$ cat src/rtl/apb_if.sv
// ---------------------------------------------------------------------------
// apb_if -- APB3-style slave front end for the GPIO core.
//
// Turns zero-wait-state APB transfers into a single-cycle register interface:
// one write strobe per transfer, combinational address/data passthrough, and
// zero-latency read data. It also forwards the core interrupt (registered) and
// supplies the core clock and its active-high reset.
//
// Ports
//   PCLK        in   system clock, all state on rising edge
//   PRESETn     in   synchronous active-low reset
//   PSEL        in   APB select
//   PENABLE     in   APB enable (access phase)
//   PWRITE      in   1 = write, 0 = read
//   PWDATA      in   APB write data
//   PADDR       in   APB address
//   gpio_dat_o  in   read data from GPIO core
//   gpio_int_o  in   level interrupt from GPIO core
//   PREADY      out  transfer complete (high throughout every access cycle)
//   PRDATA      out  APB read data (zero outside read access cycles)
//   IRQ         out  gpio_int_o delayed by one PCLK
//   sys_clk     out  GPIO core clock (= PCLK)
//   sys_rst     out  GPIO core reset, active high (= ~PRESETn)
//   gpio_we     out  one-cycle write strobe to the GPIO core
//   gpio_addr   out  GPIO core address (= PADDR)
//   gpio_dat_i  out  GPIO core write data (= PWDATA)
// ---------------------------------------------------------------------------
module apb_if #(
  parameter int DATA_WIDTH = 32,
  parameter int ADDR_WIDTH = 32
) (
  input  logic                  PCLK,
  input  logic                  PRESETn,
  input  logic                  PSEL,
  input  logic                  PENABLE,
  input  logic                  PWRITE,
  input  logic [DATA_WIDTH-1:0] PWDATA,
  input  logic [ADDR_WIDTH-1:0] PADDR,
  input  logic [DATA_WIDTH-1:0] gpio_dat_o,
  input  logic                  gpio_int_o,
  output logic                  PREADY,
  output logic [DATA_WIDTH-1:0] PRDATA,
  output logic                  IRQ,
  output logic                  sys_clk,
  output logic                  sys_rst,
  output logic                  gpio_we,
  output logic [ADDR_WIDTH-1:0] gpio_addr,
  output logic [DATA_WIDTH-1:0] gpio_dat_i
);

  typedef enum logic [1:0] {
    IDLE   = 2'd0,
    SETUP  = 2'd1,
    ACCESS = 2'd2
  } state_e;

  state_e state_q, state_d;
  logic   irq_q;
  logic   access_phase;

  // State tracks the APB phase seen on the previous cycle; it is what lets the
  // write strobe fire only on the first access cycle that follows a SETUP.
  always_ff @(posedge PCLK) begin
    if (!PRESETn) begin
      state_q <= IDLE;
      irq_q   <= 1'b0;
    end else begin
      state_q <= state_d;
      irq_q   <= gpio_int_o;
    end
  end

  always_comb begin
    state_d      = IDLE;
    access_phase = PSEL & PENABLE & PRESETn;
    PREADY       = 1'b0;
    gpio_we      = 1'b0;
    PRDATA       = '0;

    // Next state is simply the phase decoded from the current bus inputs.
    if (PSEL) begin
      state_d = PENABLE ? ACCESS : SETUP;
    end

    if (access_phase) begin
      PREADY = 1'b1;
      // A held ACCESS (state ACCESS) or an ACCESS with no SETUP (state IDLE)
      // completes on the bus but must not re-trigger the core write.
      gpio_we = PWRITE & (state_q == SETUP);
      if (!PWRITE) begin
        PRDATA = gpio_dat_o;
      end
    end
  end

  assign IRQ        = irq_q;
  assign sys_clk    = PCLK;
  assign sys_rst    = ~PRESETn;
  assign gpio_addr  = PADDR;
  assign gpio_dat_i = PWDATA;

endmodule

$ cat config.mk
export PLATFORM = sky130hd
export DESIGN_NAME = apb_if
export DESIGN_NICKNAME = d
export VERILOG_FILES = /design/src/rtl/apb_if.sv
export SDC_FILE = /design/constraint.sdc
export NUM_CORES = 1
export LEC_CHECK = 0
export BUFFER_PORTS_ARGS = -buffer_cell sky130_fd_sc_hd__buf_2
export CAP_MARGIN = 20
export CORE_AREA = 2 2 79 81
export CTS_CLUSTER_DIAMETER = 50
export DETAILED_ROUTE_END_ITERATION = 12
export DIE_AREA = 0 0 81 83
export PLACE_DENSITY = 0.68
export REMOVE_ABC_BUFFERS = 1
export SLEW_MARGIN = 20
export SYNTH_ARGS = -nofsm -noshare
export SYNTH_HDL_FRONTEND = slang
export SYNTH_SLANG_ARGS = --single-unit
$ cat constraint.sdc
create_clock -name PCLK -period 1.4 [get_ports PCLK]
set_input_delay 0.35 -clock PCLK [delete_from_list [all_inputs] [get_ports PCLK]]
set_output_delay 0.35 -clock PCLK [all_outputs]
set_load 0.03 [all_outputs]
==> impl_summary.log <==
[metrics] run status: finished with violations
[metrics] failing checks: setup timing
[metrics] dominant cells by area after synthesis: buf_4 58%, and2_1 25%, dfxtp_1 7.2%, buf_6 4.0%, and4b_4 1.6%
[metrics] post-synthesis sequential area ratio: 0.0719
[metrics] leading cell type by number of instances after synthesis: buf_4
[metrics] CP Buf/Inv Count: 3
[metrics] top cell family by delay on the critical path: simple AND/OR/NAND/NOR gates
[metrics] count of filler cells inserted in the layout: around 670
[metrics] f_max: ~630 MHz
[metrics] count of boundary I/O pins: about 200
[metrics] Detailed Routing Iterations Pass 1: 2
[metrics] Worst path max stage delay: between 0.3 and 0.4 ns
[metrics] routed length per instance: 37.1 um
[metrics] worst path required time: about 1.1 ns
[metrics] CP startpoint kind: input port
[metrics] DRC viols: 0
[metrics] final slew viol count: 0
[metrics] top post-synthesis cells by count: 65 x buf_4, 33 x and2_1, 3 x buf_6, 3 x dfxtp_1, 2 x and3_1
[metrics] synthesized area: approximately 840 sq um
[metrics] routed via count: between 700 and 800
[metrics] DRC violation total after the first TritonRoute iteration: 11
[metrics] Worst VDD drop: roughly 290 uV
[metrics] count of final hold-check violations: 0
[metrics] measured slew at the worst slew-check pin: roughly 0.18 ns
[metrics] end of the critical path: PRDATA[29]
[metrics] launch point of the worst path: PWRITE
[metrics] CP Capture Type: output pin
[metrics] number of synthesized flops with an enable pin: 0
[metrics] Yosys warning count: 0
[metrics] layout cells sized above 1: 0.680
[metrics] final worst path period share: 1.14
[metrics] power per unit of standard cell area: just over 700 mW/mm^2
[metrics] number of buffers added to fix hold violations after cts: 0
[metrics] post-route antenna net violation count: 0
[metrics] top cell type by total area after synthesis: buf_4
[metrics] proportion of synthesized flip-flops having asynchronous set or reset: 0
[metrics] setup_tns: -5.76 ns
[metrics] Rows: 28
[metrics] static leakage power: slightly below 0.6 nW
[metrics] mean cell area of the mapped netlist: ~7.6 sq um
[metrics] Final Setup Violations: 33
[metrics] worst slew margin relative to its limit: 0.884
[metrics] global-route total usage across every layer: 0.220
[metrics] endpoint arrival time on the critical path: ~1.3 ns
[metrics] Die W: between 80 and 90 um
[metrics] final core utilization: 0.195
[metrics] Hold/Removal Path Class: in2reg
[metrics] list of cells traversed by the critical path: buf_2 -> and4b_4 -> buf_12 -> and2_1 -> buf_6
[metrics] Die H: 83 um
[metrics] cell with the largest stage delay on the worst path: and4b_4
[metrics] NumNets Final: 231
[metrics] critical path depth in cells: 5
[metrics] initial antenna violation count: 0
[metrics] clock tree from TritonCTS: built
[metrics] signed area change from the synthesized netlist to the final layout: 35.6%
[metrics] Yosys top cell area share: 0.584
[metrics] setup slack at placement: -0.233 ns
[metrics] total routed wirelength: 7540 um
[metrics] flip-flop cell with the highest count after synthesis: dfxtp_1
[metrics] die area: roughly 0.0067 sq mm
[metrics] area of the placeable core: 0.00582 sq mm
[metrics] diode count: 0
[metrics] time the worst path needs with I/O delays and setup: around 1.6 ns
[metrics] reported max-cap violation count: 0
[metrics] Overflow after GRT: 0
[metrics] Worst Slack Setup Final: -0.196 ns
[metrics] clock slew at reported path FFs: ~0.030 ns
[metrics] depth of the worst hold-timing path: 2
[metrics] Seq cells post-synth: 3
[metrics] biggest fanout along the worst timing path: 32
[metrics] Crit Path Class: in2out
[metrics] gate count after technology mapping: 110
[metrics] Initial Utilization: 0.144
[metrics] RSZ-0062 raised after global routing: yes
[metrics] via count of the first global-routing pass: 823
[metrics] count of distinct cell types in the synthesized netlist: 9
[metrics] number of port buffers: 74
[metrics] wire length of the first global-routing pass: 9030 um
[metrics] routability cong.: approximately 0.83
[metrics] largest net degree at the start of global routing: 33
[metrics] via-per-instance ratio: 3.79
[metrics] power after layout: ~0.0008 W
-- worst min-delay path by stage --
| stage | endpoint | from | slack [ns] |
|---|---|---|---|
| after floorplan | sys_clk | PCLK | 0.35 |
| after global placement | sys_clk | PCLK | 0.52 |
| after detailed placement | sys_clk | PCLK | 0.52 |
| after CTS | IRQ | gpio_int_o | 0.24 |
| after global routing | IRQ | gpio_int_o | 0.23 |
| final | IRQ | gpio_int_o | 0.24 |
-- cells in the final DEF, fill, tap and decap left out, drive strengths merged --
cell type	Yosys	routed
buf	68	80
and2	33	33
clkbuf	0	6
dfxtp	3	3
and3	2	2
and4b	2	2
inv	1	1
nor3b	1	1
-- registers in the layout, indices dropped and copies added (netlist names) --
name / flops
state_q: 2
IRQ: 1
-- power breakdown --
part / total [W] / switching (W) / internal [W]
sequential: 0.0000910 / 0.00000109 / 0.0000900
clock: 0.000543 / 0.000171 / 0.000372
combinational: 0.000176 / 0.0000829 / 0.0000929
total: 0.000810 / 0.000255 / 0.000555
-- cells by family after synthesis --
| logic type | count (synthesis) | synth area share |
|---|---|---|
| buffers and inverters | 69 | 0.629 |
| flip-flops | 3 | 0.0719 |
| AND/OR/NAND/NOR | 38 | 0.299 |
-- stage by stage --
stage | hold slack (ns) | std cells | area [sq um]
detailed placement | 0.517 | 195 | 821
finish | 0.242 | 203 | 1130
floorplan | 0.350 | 42 | 314
global placement | 0.517 | 195 | 821
CTS | 0.239 | 203 | 1130
global route | 0.235 | 203 | 1130
-- layer usage --
metal	vias to the layer above	track usage	wire length (um)
met1	287	0.0997	1190
met4	2	0.100	272
li1	303	-	-
met3	14	0.383	2790
met2	163	0.316	3230
met5	-	0.0667	54
-- what timing repair did --
action / 4_1_cts / 5_1_grt
setup endpoints to repair: 34 / 33
pin swaps: 0 / 0
gates resized for setup: 71 / 0
buffers inserted: 2 / 0
endpoints found under the hold margin: 0 / 0
-- layout make-up --
class                      instances  area, sq um  share of cell area
timing repair buffer              79          637               0.562
multi-input combinational         38          255               0.225
inverter                           1         3.75             0.00331
tap                               75         93.8              0.0828
sequential                         3         60.1              0.0530
clock buffer                       7         83.8              0.0740
Power figures use the tool's default switching activity.
